<file path="config.mk">
export PLATFORM = sky130hd
export DESIGN_NAME = uart_bus_responder_flat
export DESIGN_NICKNAME = d
export VERILOG_FILES = /design/src/rtl/uart_bus_responder_if.sv /design/src/rtl/uart_bus_responder.sv /design/src/flat_wrapper.sv
export SDC_FILE = /design/constraint.sdc
export NUM_CORES = 1
export LEC_CHECK = 0
export CORE_MARGIN = 2
export CORE_UTILIZATION = 45
export DETAILED_ROUTE_END_ITERATION = 7
export DONT_BUFFER_PORTS = 1
export HOLD_SLACK_MARGIN = 0.03
export PLACE_DENSITY = 0.7
export SLEW_MARGIN = 5
export SYNTH_ARGS = -nofsm -noshare
export SYNTH_HDL_FRONTEND = slang
export SYNTH_SLANG_ARGS = --single-unit
</file>
<file path="constraint.sdc">
create_clock -name clk -period 2.93 [get_ports clk]
set_input_delay 0.293 -clock clk [delete_from_list [all_inputs] [get_ports clk]]
set_output_delay 0.293 -clock clk [all_outputs]
set_load 0.02 [all_outputs]
</file>
<file path="src/rtl/uart_bus_responder_if.sv">
// Load/store bus between the CPU MEM stage and the memory-mapped UART responder.
interface uart_bus_responder_if;
    logic        rd;
    logic        wr;
    logic [31:0] addr;
    logic [31:0] wdata;
    logic [31:0] rdata;

    modport master (output rd, wr, addr, wdata, input rdata);
    modport slave  (input rd, wr, addr, wdata, output rdata);
endinterface

</file>
<file path="src/rtl/uart_bus_responder.sv">
// Memory-mapped 8N1 UART (TXD/RXD/CON) with TX-done and RX-ready interrupts.
// Optional feature macro: UART_LOOPBACK_EN adds CON[7] internal TX->RX loopback.
module uart_bus_responder #(
    parameter int          CLK_DIV   = 217,
    parameter logic [31:0] BASE_ADDR = 32'h4000_0018
) (
    input  logic                  clk,
    input  logic                  reset,
    uart_bus_responder_if.slave   bus,
    output logic                  irqout,
    input  logic                  UART_RX,
    output logic                  UART_TX
);
    localparam int             CW = $clog2(CLK_DIV) + 1;
    localparam logic [CW-1:0]  TC = CW'(CLK_DIV - 1);
    localparam logic [CW-1:0]  HC = CW'(CLK_DIV / 2 - 1);

    typedef enum logic [1:0] {IDLE, START, DATA, STOP} state_t;

    state_t          tx_state, rx_state;
    logic [CW-1:0]   tx_cnt, rx_cnt;
    logic [2:0]      tx_bit, rx_bit;
    logic [7:0]      tx_data, rx_data, rx_shift;
    logic            tx_line, tx_busy, tx_done;
    logic            rx_ready, rx_overrun, frame_err;
    logic            tx_irq_en, rx_irq_en, irq_q;
    logic [1:0]      rx_sync;
    logic            rx_prev, rx_line, rx_src, lb_bit;
    logic            unused_wdata;

    logic sel_txd, sel_rxd, sel_con;
    logic txd_wr, con_wr, rxd_rd, con_rd;

    assign sel_txd = (bus.addr == BASE_ADDR);
    assign sel_rxd = (bus.addr == BASE_ADDR + 32'd4);
    assign sel_con = (bus.addr == BASE_ADDR + 32'd8);
    assign txd_wr  = bus.wr & sel_txd;
    assign con_wr  = bus.wr & sel_con;
    assign rxd_rd  = bus.rd & sel_rxd;
    assign con_rd  = bus.rd & sel_con;
    assign rx_line = rx_sync[1];
    assign UART_TX = tx_line;
    assign irqout  = irq_q;

`ifdef UART_LOOPBACK_EN
    logic loopback;
    assign lb_bit       = loopback;
    assign rx_src       = loopback ? tx_line : UART_RX;
    assign unused_wdata = ^bus.wdata[31:8];
`else
    assign lb_bit       = 1'b0;
    assign rx_src       = UART_RX;
    assign unused_wdata = ^bus.wdata[31:7];
`endif

    // Read data reflects current register state, so a same-cycle write is not yet visible
    always_comb begin
        bus.rdata = 32'd0;
        if (sel_txd)
            bus.rdata = {24'd0, tx_data};
        else if (sel_rxd)
            bus.rdata = {24'd0, rx_data};
        else if (sel_con)
            bus.rdata = {24'd0, lb_bit, frame_err, rx_overrun, tx_busy,
                         rx_ready, tx_done, rx_irq_en, tx_irq_en};
    end

    always_ff @(posedge clk or negedge reset) begin
        if (!reset) begin
            tx_irq_en <= 1'b0;
            rx_irq_en <= 1'b0;
            irq_q     <= 1'b0;
`ifdef UART_LOOPBACK_EN
            loopback  <= 1'b0;
`endif
        end else begin
            if (con_wr) begin
                tx_irq_en <= bus.wdata[0];
                rx_irq_en <= bus.wdata[1];
`ifdef UART_LOOPBACK_EN
                loopback  <= bus.wdata[7];
`endif
            end
            irq_q <= (tx_irq_en & tx_done) | (rx_irq_en & rx_ready);
        end
    end

    // TX line is registered from the current state, so each bit lags its state by one edge
    always_ff @(posedge clk or negedge reset) begin
        if (!reset) begin
            tx_state <= IDLE;
            tx_cnt   <= '0;
            tx_bit   <= 3'd0;
            tx_data  <= 8'd0;
            tx_line  <= 1'b1;
            tx_busy  <= 1'b0;
            tx_done  <= 1'b0;
        end else begin
            if (con_rd)
                tx_done <= 1'b0;
            case (tx_state)
                IDLE: begin
                    tx_line <= 1'b1;
                    if (txd_wr) begin
                        tx_data  <= bus.wdata[7:0];
                        tx_busy  <= 1'b1;
                        tx_cnt   <= '0;
                        tx_state <= START;
                    end
                end
                START: begin
                    tx_line <= 1'b0;
                    if (tx_cnt == TC) begin
                        tx_cnt   <= '0;
                        tx_bit   <= 3'd0;
                        tx_state <= DATA;
                    end else
                        tx_cnt <= tx_cnt + 1'b1;
                end
                DATA: begin
                    tx_line <= tx_data[tx_bit];
                    if (tx_cnt == TC) begin
                        tx_cnt <= '0;
                        if (tx_bit == 3'd7)
                            tx_state <= STOP;
                        else
                            tx_bit <= tx_bit + 3'd1;
                    end else
                        tx_cnt <= tx_cnt + 1'b1;
                end
                STOP: begin
                    tx_line <= 1'b1;
                    if (tx_cnt == TC) begin
                        tx_cnt   <= '0;
                        tx_busy  <= 1'b0;
                        tx_done  <= 1'b1;
                        tx_state <= IDLE;
                    end else
                        tx_cnt <= tx_cnt + 1'b1;
                end
                default: tx_state <= IDLE;
            endcase
        end
    end

    // Flag sets are written after the bus-read clears so a same-edge event keeps its flag
    always_ff @(posedge clk or negedge reset) begin
        if (!reset) begin
            rx_sync    <= 2'b11;
            rx_prev    <= 1'b1;
            rx_state   <= IDLE;
            rx_cnt     <= '0;
            rx_bit     <= 3'd0;
            rx_shift   <= 8'd0;
            rx_data    <= 8'd0;
            rx_ready   <= 1'b0;
            rx_overrun <= 1'b0;
            frame_err  <= 1'b0;
        end else begin
            rx_sync <= {rx_sync[0], rx_src};
            rx_prev <= rx_line;
            if (rxd_rd)
                rx_ready <= 1'b0;
            if (con_rd) begin
                rx_overrun <= 1'b0;
                frame_err  <= 1'b0;
            end
            case (rx_state)
                IDLE: begin
                    if (rx_prev && !rx_line) begin
                        rx_cnt   <= '0;
                        rx_state <= START;
                    end
                end
                START: begin
                    if (rx_cnt == HC) begin
                        rx_cnt   <= '0;
                        rx_bit   <= 3'd0;
                        rx_state <= rx_line ? IDLE : DATA;
                    end else
                        rx_cnt <= rx_cnt + 1'b1;
                end
                DATA: begin
                    if (rx_cnt == TC) begin
                        rx_cnt   <= '0;
                        rx_shift <= {rx_line, rx_shift[7:1]};
                        if (rx_bit == 3'd7)
                            rx_state <= STOP;
                        else
                            rx_bit <= rx_bit + 3'd1;
                    end else
                        rx_cnt <= rx_cnt + 1'b1;
                end
                STOP: begin
                    if (rx_cnt == TC) begin
                        rx_cnt   <= '0;
                        rx_state <= IDLE;
                        if (rx_line) begin
                            rx_data  <= rx_shift;
                            rx_ready <= 1'b1;
                            if (rx_ready && !rxd_rd)
                                rx_overrun <= 1'b1;
                        end else
                            frame_err <= 1'b1;
                    end else
                        rx_cnt <= rx_cnt + 1'b1;
                end
                default: rx_state <= IDLE;
            endcase
        end
    end
endmodule

</file>
<file path="src/flat_wrapper.sv">
// flat-port wrapper written by rule: the top's interface ports become plain ports
module uart_bus_responder_flat 
#(
    parameter int          CLK_DIV   = 217,
    parameter logic [31:0] BASE_ADDR = 32'h4000_0018
)
  (clk, reset, irqout, UART_RX, UART_TX, bus_rd, bus_wr, bus_addr, bus_wdata, bus_rdata);
  uart_bus_responder_if bus_i ();
  input  logic clk;
  input  logic reset;
  output logic irqout;
  input  logic UART_RX;
  output logic UART_TX;
  input wire logic [$bits(bus_i.rd)-1:0] bus_rd;
  input wire logic [$bits(bus_i.wr)-1:0] bus_wr;
  input wire logic [$bits(bus_i.addr)-1:0] bus_addr;
  input wire logic [$bits(bus_i.wdata)-1:0] bus_wdata;
  output wire logic [$bits(bus_i.rdata)-1:0] bus_rdata;
  assign bus_i.rd = bus_rd;
  assign bus_i.wr = bus_wr;
  assign bus_i.addr = bus_addr;
  assign bus_i.wdata = bus_wdata;
  assign bus_rdata = bus_i.rdata;
  uart_bus_responder #(.CLK_DIV(CLK_DIV), .BASE_ADDR(BASE_ADDR)) u_core (.clk(clk), .reset(reset), .bus(bus_i), .irqout(irqout), .UART_RX(UART_RX), .UART_TX(UART_TX));
endmodule
</file>
==> impl_metrics.toml <==
[clock_network]
htreeDepth = 3
cts.reportedPaths.clkPinSlew_ns = 0.07
cts_resized = 0
cts_post_setup_buffers_inserted = 0
holdBufCountCts = 3
clock_sink_count = 64
cts-buffers-inserted = 9
worst_skew_pair.late_latency_ns = 0.34
clock_path_buffers = 2
clock_tree.root_cell = "sky130_fd_sc_hd__clkbuf_8"
tritoncts = "yes"

[outcome]
status = "complete, no violations"

[global_route]
grt_start_max_net_pins = 65
grtUsageMet3_pct = 5.37
global_route.overflow_total = 0
groute.layer.met2.usage_pct = 27.0
antenna_found_initial = 0
first_global_vias = 2420
gr-usage-met1_pct = 21.0
grt_usage_pct = 16.6
grt_most_used_layer = "met2"
wire_length_of_the_first_global_routing_pass_mm = 11.2

[critical_path]
crit_path_max_fanout = 9
critical_path.top_delay_family = "simple AND/OR/NAND/NOR gates"
slowest_stage_cell_on_the_critical_path = "sky130_fd_sc_hd__nor4b_1"
number_of_cells_on_the_critical_path = 6
setup.worst_path.start = "u_core.tx_cnt[0]"
critical_path_cell_list = "inv_1, ha_1, nor4b_1, a21o_1, or2_0, o21ai_0"
endpoint = "u_core.tx_cnt[2]"
launch_instance_of_the_worst_register_to_register_path = "u_core.tx_cnt[0]"
timing_worst_setup_path_type = "flip-flop to flip-flop"
r2r_slack_ns = 0.49
worst_setup_path_start_kind = "flip-flop"
critPathRequiredTime_ns = 3.13
arrival_ns = 2.64
crit_end_element = "flip-flop"
ff2ff_path_depth = 6
crit_path_buffers_inverters = 1
critical_path.max_stage_delay_ns = 0.63
worst_reg2reg_path_endpoint = "u_core.tx_cnt[2]"

[worst_hold_path]
worst_hold_path_type = "primary input to flip-flop"
worstHoldPathCells = 1

[placement]
place.detailed.hpwl_mm = 4.77
dpl_worst_slack_ns = 0.525
place.port_buffers = 0
global_placer_s_final_weighted_congestion = 0.799
total_placed_cells_including_tap_cells = 416
dpl-instance-area_um2 = 3530

[layout]
utilization_pct = 50.0
area_delta_synth_final_pct = 8.53
drive_gt1_share_pct = 19.8
postLayoutCellArea_um2 = 3820
antenna_cells_inserted = 0
nets = 410
final_cell_count_no_fill = 435

[timing]
timing.hold.ws_ns = 0.0958
max_freq_mhz = 409
post_route_clock_period_utilization_pct = 83.4
rsz_0062_raised_after_global_routing = "false"
tmin_final_ns = 2.44
final_hold_viol_count = 0
worst_slack_ns = 0.487
max_slew.worst_pin.slew_ns = 0.764
worst_clock_skew_ns = 0.00622
timing.final.max_slew_violations = 0
slew_headroom_pct = 48.4
setup_viol_count_final = 0
setup-tns-final_ns = 0

[run]
cap_viol_max_count = 0

[floorplan]
top_level_ports = 103
die-width_um = 92.5
coreArea_um2 = 7650
fp-row-count = 32
fp.dieArea_um2 = 8550
floorplan.initialDensity_pct = 46.1
die-height_um = 92.5

[logic_synthesis]
ys_seq_area_share_pct = 45.6
synth_enable_flop_cells = 0
synth.area.top_cells = "sky130_fd_sc_hd__dfrtp_1 43%, sky130_fd_sc_hd__mux2_2 9.3%, sky130_fd_sc_hd__buf_4 5.1%, sky130_fd_sc_hd__ha_1 4.6%, sky130_fd_sc_hd__dfstp_2 3.0%"
yosys.area.top_type = "sky130_fd_sc_hd__dfrtp_1"
synth.lib_cells_used.distinct = 53
yosysMostFrequentCell = "sky130_fd_sc_hd__dfrtp_1"
post_syn_area_um2 = 3520
share_of_the_synthesized_area_in_the_top_cell_type_pct = 42.6
synthesis.area_per_instance_um2 = 11.0
postSynthRegisterBits = 64
synth_top_flop_cell = "sky130_fd_sc_hd__dfrtp_1"
post_synth_most_frequent_cells = "60 x sky130_fd_sc_hd__dfrtp_1, 29 x sky130_fd_sc_hd__mux2_2, 24 x sky130_fd_sc_hd__buf_4, 20 x sky130_fd_sc_hd__o21ai_0, 18 x sky130_fd_sc_hd__inv_1"
postSynth.asyncResetShare_pct = 100
ys.warnings.count = 0
synthCells = 321

[power_and_ir_drop]
comb_power_share_pct = 10.0
cell_internal_pwr_mw = 1.60
post-layout-total-power_mw = 2.14
power.switching_uw = 533
irDropWorstVdd_uv = 421
pwr-share-clk_pct = 43.4
p_seq_share_pct = 46.6
p_leak_nw = 1.78
p_per_area_nw_per_um2 = 559
power_switching_share_pct = 25.0

[route]
dr.pass1.iters = 6
routed_wire_length_per_instance_um = 15.3
post-route-drc-count = 0
routed_wl_mm = 6.65
via_per_inst = 5.60
detail-route-antenna-nets = 0
dr_total_vias = 2438
dr.first_iter.drc_count = 149
area by class of cell:
cell class / count / area [um2]
Clock inverter: 5 / 104
Sequential cell: 64 / 1610
Inverter: 18 / 67.6
Fill cell: 685 / 3820
Multi-Input combinational cell: 232 / 1730
Clock buffer: 11 / 141
Timing Repair Buffer: 3 / 47.5
Tap cell: 102 / 128
how the worst min path moves through the flow:
stage / startpoint / end / slack [ns]
after floorplan: reset / asynchronous set/reset pin / -0.003
after CTS: bus_wdata[6] / u_core.tx_data[6] / 0.08
after global routing: bus_wdata[6] / u_core.tx_data[6] / 0.07
after detailed placement: reset / u_core.irqout / -0.001
final: bus_wdata[6] / u_core.tx_data[6] / 0.1
after global placement: reset / u_core.irqout / -0.001
power by group through the flow:
stage / clock, mW / combinational, mW / sequential, mW
6_report: 0.926 / 0.213 / 0.996
5_1_grt: 0.987 / 0.245 / 1.01
4_1_cts: 0.947 / 0.217 / 0.996
3_5_place_dp: 0 / 0.188 / 1.01
3_3_place_gp: 0 / 0.185 / 1.01
2_1_floorplan: 0 / 0.195 / 0.991
metal layers:
| metal | wire [um] | share of wire, % |
|---|---|---|
| met1 | 2960 | 45 |
| met2 | 3190 | 48 |
| met3 | 412 | 6.2 |
| met4 | 90 | 1.4 |
| met5 | 0 | 0 |
state kept, by name, summed over array words and instances, names as in the netlist, named ones only:
signal	count
u_core.rx_cnt	9
u_core.tx_cnt	9
u_core.rx_data	8
u_core.rx_shift	8
u_core.tx_data	8
u_core.rx_bit	3
u_core.tx_bit	3
u_core.rx_sync	2
u_core.tx_state	2
u_core.UART_TX	1
u_core.frame_err	1
u_core.irqout	1
u_core.rx_irq_en	1
u_core.rx_overrun	1
u_core.rx_prev	1
u_core.rx_ready	1
u_core.rx_state	1
u_core.tx_busy	1
u_core.tx_done	1
u_core.tx_irq_en	1
cell usage in the layout (no fill, tap or decap), types with 4 or more instances in the layout:
| master | n |
|---|---|
| sky130_fd_sc_hd__a22o_1 | 8 |
| sky130_fd_sc_hd__dfrtp_1 | 60 |
| sky130_fd_sc_hd__inv_1 | 18 |
| sky130_fd_sc_hd__o21ai_0 | 20 |
| sky130_fd_sc_hd__mux2_2 | 29 |
| sky130_fd_sc_hd__nand3_1 | 12 |
| sky130_fd_sc_hd__nor4_1 | 6 |
| sky130_fd_sc_hd__nor2_1 | 17 |
| sky130_fd_sc_hd__a21oi_1 | 5 |
| sky130_fd_sc_hd__a222oi_1 | 7 |
| sky130_fd_sc_hd__ha_1 | 13 |
| sky130_fd_sc_hd__nand2_1 | 15 |
| sky130_fd_sc_hd__o31ai_1 | 7 |
| sky130_fd_sc_hd__a21o_1 | 6 |
| sky130_fd_sc_hd__nor3b_1 | 4 |
| sky130_fd_sc_hd__conb_1 | 24 |
| sky130_fd_sc_hd__dfstp_2 | 4 |
| sky130_fd_sc_hd__clkbuf_8 | 10 |
cell families (layout without fill, tap and decap cells):
logic type               Yosys count  after routing  share of synthesized area [%]
XOR/XNOR                           2              2                          0.497
other                              1             24                          0.106
flip-flops                        64             64                           45.6
buffers and inverters             48             37                           7.78
AND/OR/NAND/NOR                   88             88                           15.2
adder cells (fa/ha/maj)           13             13                           4.62
multiplexers                      34             34                           11.4
AO/OA/AOI/OAI                     71             71                           14.8
Power figures use the tool's default switching activity.
==> edit 1 (same flow settings) <==
Remove the register `irq_q`: a continuous assignment takes its place, so the output `irqout` follows one clock earlier.
--- a/src/rtl/uart_bus_responder.sv
+++ b/src/rtl/uart_bus_responder.sv
@@ -70,5 +70,4 @@
             tx_irq_en <= 1'b0;
             rx_irq_en <= 1'b0;
-            irq_q     <= 1'b0;
 `ifdef UART_LOOPBACK_EN
             loopback  <= 1'b0;
@@ -82,7 +81,8 @@
 `endif
             end
-            irq_q <= (tx_irq_en & tx_done) | (rx_irq_en & rx_ready);
         end
     end
+
+    assign irq_q = (tx_irq_en & tx_done) | (rx_irq_en & rx_ready);
 
     // TX line is registered from the current state, so each bit lags its state by one edge
Behaviour: no difference found for any inputs over 10 cycles, from zero or initial values and one cycle with reset low; that may be too few to reach the edited logic, so the function may still have changed.
==> edit 1 against the original RTL <==
- register-to-register slack better by 0.38 ns
- design area down 2.2%
- utilization up 1.0 points
- sequential share of layout area up 0.27 points
- sequential cell count down 1
- worst setup slack better by 0.31 ns
- global-route usage down 0.34 points
- first-iteration DRC count up 12%
- synthesized cell count down 1.9%
- routed wire length down 4.9%
- cell count down 1.8%
- total power up 3.7%
- area after synthesis down 2.6%
- via count down 3.9%
- critical endpoint is now bus_rdata[4]
- largest power group unchanged
==> edit 1: results (changes against the original RTL) <==
status finished clean (unchanged); GP Congestion 0.814 (was 0.799); share of flip-flops with an asynchronous set or reset 100% (unchanged); worst r2r src u_core.tx_state[0] (was u_core.tx_cnt[0]); H-tree levels 3 (unchanged); Via density 5.49 (was 5.60); Reg2Reg Setup Slack 0.87 ns (was 0.49 ns); # port buffers 0 (unchanged); top cells by count, synth dfrtp_1 (59), mux2_2 (29), buf_4 (24), inv_1 (19), o21ai_0 (18) (was dfrtp_1 (60), mux2_2 (29), buf_4 (24), o21ai_0 (20), inv_1 (18)); clock root cell clkbuf_8 (unchanged); post-synthesis cell type count 54 (was 53); worst-skew pair later-pin latency 0.34 ns (about the same); Layout Skew 0.00705 ns (was 0.00622 ns); initial antenna violation count 0 (unchanged); GRT Resource Usage Total 16.2% (was 16.6%); nets@finish 405 (was 410); DR iter-0 viols 167 (was 149); Crit path max-delay family simple AND/OR/NAND/NOR gates (unchanged); ANT cells 0 (unchanged); Slew Limit Headroom 50.4% (was 48.4%); Hold WC Path Type input port to flip-flop (unchanged); Fmax 468 MHz (was 409 MHz); vias in the first global route 2292 (was 2420); synth warn 0 (unchanged); Worst-path clk slew approximately 0.060 ns; R2R depth 5 (was 6); R2R Path End u_core.tx_cnt[2] (unchanged); Max IR drop VDD 0.509 mV (was 0.421 mV); CP peak stage delay 0.54 ns (was 0.63 ns); top cells by area, synth dfrtp_1 (43%), mux2_2 (9.5%), buf_4 (5.3%) (was dfrtp_1 (43%), mux2_2 (9.3%), buf_4 (5.1%)); largest net degree at the start of global routing 64 (was 65); DR WL/cell 14.8 um (was 15.3 um); post-cts resize count 0 (unchanged); sequential-to-total area share from yosys stat 46.1% (was 45.6%); Static Leak 0.00176 uW (was 0.00178 uW); setup slack at placement 0.787 ns (was 0.525 ns); CP endpoint bus_rdata[4] (was u_core.tx_cnt[2]); Max stage delay cell, worst path nor3_2 (was nor4b_1); Crit. End Element output pin (was flip-flop); crit path from bus_addr[14] (was u_core.tx_cnt[0]); Bufs on Longest Clock Path 2 (unchanged); share of the synthesized area in the top cell type 43.0% (was 42.6%); critical path peak fanout 9 (unchanged); Setup Buffers After CTS 0 (unchanged); NetSw 584 uW (was 533 uW); Num CTS Buffers 9 (unchanged); Detail Placement HPWL 4580 um (was 4770 um); first-pass GRT wire length 10900 um (was 11200 um); biggest registers after layout u_core.rx_cnt x9, u_core.tx_cnt x9 (unchanged); Main synth FF type dfrtp_1 (unchanged); DRT Pass-1 Iters 5 (was 6); layout cell share with drive strength beyond 1 20.1% (was 19.8%); critical path arrival 1.84 ns (was 2.64 ns)
-- edit 1: layout make-up --
| type | instances | area, um^2 |
|---|---|---|
| sequential | 63 | 1580 |
| fill | 646 | 3590 |
| clock inverter | 5 | 106 |
| clock buffer | 11 | 141 |
| inverter | 19 | 71.3 |
| timing repair buffer | 4 | 55.1 |
| tap | 99 | 124 |
| multi-input combinational | 226 | 1660 |
-- edit 1: how the worst min path moves through the flow --
stage                       startpoint                         end  slack, ns  cells past startpoint
final                     bus_wdata[0]           u_core.tx_data[0]       0.10                      1
after global routing      bus_wdata[0]           u_core.tx_data[0]       0.08                      1
after CTS                 bus_wdata[0]           u_core.tx_data[0]       0.09                      1
after detailed placement         reset           u_core.tx_data[7]     -0.001                      0
after global placement           reset           u_core.tx_data[7]     -0.001                      0
after floorplan                  reset  asynchronous set/reset pin     -0.003                      0
-- edit 1: stage by stage --
stage                     util [%]  instance area, um^2  cells  hold slack [ns]  power (uW)
after floorplan                  -                 3520    338         -0.00259        1250
after global placement        47.0                 3440    408         -0.00126        1270
after detailed placement      47.0                 3440    408        -0.000999        1280
after CTS                     51.0                 3740    427           0.0927        2230
after global routing          51.0                 3740    427           0.0777        2330
final                         51.0                 3740    427            0.104        2220
-- edit 1: per-layer routing --
metal	track usage (%)	share of wire, %	wire [um]	vias up
met2	24.6	47	2960	64
met5	0	0	0	-
met4	5.68	1.5	93	0
met1	21.8	47	2950	1139
met3	5.56	5.1	324	9
li1	-	-	-	1131
-- edit 1: cell families (layout without fill, tap and decap cells) --
group           count (synthesis)  count (layout)  synth area share, %
simple gates                   87              87                 15.2
compound gates                 68              68                 14.1
flops                          63              63                 46.1
buf+inv                        49              39                 8.06
mux                            32              32                 11.1
fa+ha+maj                      13              13                 4.74
xor+xnor                        2               2                0.511
other cells                     1              24                0.109
-- edit 1: what timing repair did --
action | CTS | global route
endpoints found under the setup margin | 0 | 0
hold buffers | 3 | 0
endpoints found under the hold margin | 64 | 0
-- edit 1: power groups by stage --
stage | registers (uW) | clock network, uW | logic [uW]
after floorplan | 996 | 0 | 256
after global placement | 1020 | 0 | 248
after detailed placement | 1020 | 0 | 256
after CTS | 1010 | 944 | 281
after global routing | 1020 | 992 | 318
final | 1010 | 927 | 278
==> edit 2 (same flow settings) <==
Made on the original files. `CLK_DIV` is set to 217 in 2 places; all go to 434.
--- a/src/rtl/uart_bus_responder.sv
+++ b/src/rtl/uart_bus_responder.sv
@@ -2,5 +2,5 @@
 // Optional feature macro: UART_LOOPBACK_EN adds CON[7] internal TX->RX loopback.
 module uart_bus_responder #(
-    parameter int          CLK_DIV   = 217,
+    parameter int          CLK_DIV   = 434,
     parameter logic [31:0] BASE_ADDR = 32'h4000_0018
 ) (
--- a/src/flat_wrapper.sv
+++ b/src/flat_wrapper.sv
@@ -2,5 +2,5 @@
 module uart_bus_responder_flat 
 #(
-    parameter int          CLK_DIV   = 217,
+    parameter int          CLK_DIV   = 434,
     parameter logic [31:0] BASE_ADDR = 32'h4000_0018
 )
Formal check against the unedited RTL: no difference found for any inputs over 10 cycles, from zero or initial values and one cycle with reset low; that may be too few to reach the edited logic, so the function may still have changed.
==> edit 2 against the original RTL <==
- design area is 1.7% higher
- largest power group unchanged
- critical path type unchanged
- total power is 10% lower
- cell count is 5.3% higher
- area after synthesis is 4.2% higher
- clock skew is 0.0063 ns higher
- largest cell class unchanged
- first-iteration DRC count is 0.67% higher
- via count is 5.0% higher
- non-clock buffer count is 1 higher
- routed wire length is 5.6% higher
- clock power is 28% lower
- worst setup slack worse by 0.14 ns
- sequential cell count is 2 higher
==> edit 2: results (changes against the original RTL) <==
DR iter-0 viols 150 (was 149); hold endpoint u_core.tx_data[5] (was u_core.tx_data[6]); synth warn 0 (unchanged); top cells by count, synth dfrtp_1 (62), mux2_2 (29), nor2_1 (29), buf_4 (24) (was dfrtp_1 (60), mux2_2 (29), buf_4 (24), o21ai_0 (20), inv_1 (18)); critical path peak fanout 4 (was 9); DR WL/cell 15.3 um (about the same); R2R depth 7 (was 6); Bufs on Longest Clock Path 2 (unchanged); H-tree levels 3 (unchanged); Worst-Margin Slew 0.680 ns (was 0.764 ns); R2R Path End u_core.tx_state[1] (was u_core.tx_cnt[2]); # port buffers 0 (unchanged); Num CTS Buffers 9 (unchanged); setup tns final 0 ns (unchanged); Layout Skew 0.0125 ns (was 0.00622 ns); Mapped Avg Cell Area 10.6 um^2 (was 11.0 um^2); final WL 7020 um (was 6650 um); first-pass GRT wire length 12500 um (was 11200 um); Detail Placement HPWL 5060 um (was 4770 um); worst-skew pair later-pin latency 0.33 ns; clock root cell clkbuf_8 (unchanged); Setup Buffers After CTS 0 (unchanged); largest net degree at the start of global routing 67 (was 65); Hold Path Origin bus_wdata[5] (was bus_wdata[6]); Worst-path clk slew 0.07 ns (about the same); ANT cells 0 (unchanged); nets@finish 435 (was 410); critical path arrival 2.80 ns (was 2.64 ns); hold_buf cts 3 (unchanged); status finished clean (unchanged); Hold WC Path Type input port to flip-flop (unchanged); Reg2Reg Setup Slack 0.35 ns (was 0.49 ns); biggest registers after layout u_core.rx_cnt x10, u_core.tx_cnt x10 (was u_core.rx_cnt x9, u_core.tx_cnt x9); initial antenna violation count 0 (unchanged); DRT Pass-1 Iters 4 (was 6); GP Congestion 0.807 (was 0.799); Static Leak 0.00183 uW (was 0.00178 uW); layout cell share with drive strength beyond 1 17.4% (was 19.8%); worst r2r src u_core.tx_cnt[1] (was u_core.tx_cnt[0]); post-cts resize count 0 (unchanged); top cells by area, synth dfrtp_1 (42%), mux2_2 (8.9%), buf_4 (4.9%) (was dfrtp_1 (43%), mux2_2 (9.3%), buf_4 (5.1%)); vias in the first global route 2644 (was 2420); hold depth 1 (unchanged); share of flip-flops with an asynchronous set or reset 100% (unchanged); Via density 5.59 (was 5.60); GRT Resource Usage Total 17.7% (was 16.6%); Max IR drop VDD 0.247 mV (was 0.421 mV); post-synthesis cell type count 57 (was 53); sequential-to-total area share from yosys stat 45.1% (was 45.6%); Congestion Overflow GR 0 (unchanged)
[edit 2: how the worst max path moves through the flow]
stage                     start                 end  slack, ns  cells after the start
5_1_grt        u_core.tx_cnt[1]  u_core.tx_state[1]       0.18                      7
6_report       u_core.tx_cnt[1]  u_core.tx_state[1]       0.35                      7
3_3_place_gp       bus_addr[22]        bus_rdata[6]       0.50                      5
3_5_place_dp   u_core.tx_cnt[1]  u_core.tx_state[1]       0.41                      7
2_1_floorplan  u_core.tx_cnt[1]  u_core.tx_state[1]       0.78                      7
4_1_cts        u_core.tx_cnt[1]  u_core.tx_state[1]       0.39                      7
[edit 2: routing by layer]
layer	global-route usage (%)	vias up	part of all wire, %
met5	0	-	0
met4	7.13	0	1.5
met3	2.97	9	3.1
met2	28.6	41	50
met1	23.9	1276	46
li1	-	1233	-
[edit 2: where the power goes]
part | leakage, uW | internal, uW | switching [uW]
combinational | 0.000856 | 92.5 | 134
clock | 0.0000879 | 322 | 345
sequential | 0.000885 | 956 | 63.0
[edit 2: layout make-up]
type                       instances  area (um^2)
timing repair buffer               4         55.1
clock inverter                     5         31.3
fill                             717         3920
tap                              102          128
multi-input combinational        259         1830
inverter                          12         45.0
sequential                        66         1660
clock buffer                      10          138
[edit 2: stage by stage]
stage               setup slack, ns  utilization (%)  hold WS (ns)  total power (uW)
finish                        0.352             49.8         0.107              1910
global route                  0.176             49.8        0.0944              2020
CTS                           0.394             49.8        0.0969              1930
detailed placement            0.407             47.0       0.00119              1240
global placement              0.496             47.0       0.00141              1230
floorplan                     0.778                -      -0.00259              1220
[edit 2: kinds of logic (layout without fill, tap and decap cells)]
group                      after synthesis  after routing  synth area share (%)
and+or+nand+nor                        115            115                  17.7
other                                    1             24                 0.102
DFF                                     66             66                  45.1
adders and majority gates               14             14                  4.77
muxes                                   33             33                  10.7
buffers and inverters                   44             31                  7.23
AOI/OAI and AO/OA                       72             72                  14.1
xor gates and xnor gates                 1              1                 0.239
[edit 2: critical path, stage by stage, from the launching register on]
cell and delay [ns]:
dfrtp_1 0.41, inv_1 0.07, ha_1 0.14, or4b_1 0.50, nor3_1 0.42, nor2_1 0.15, a211oi_1 0.41, mux2_2 0.38
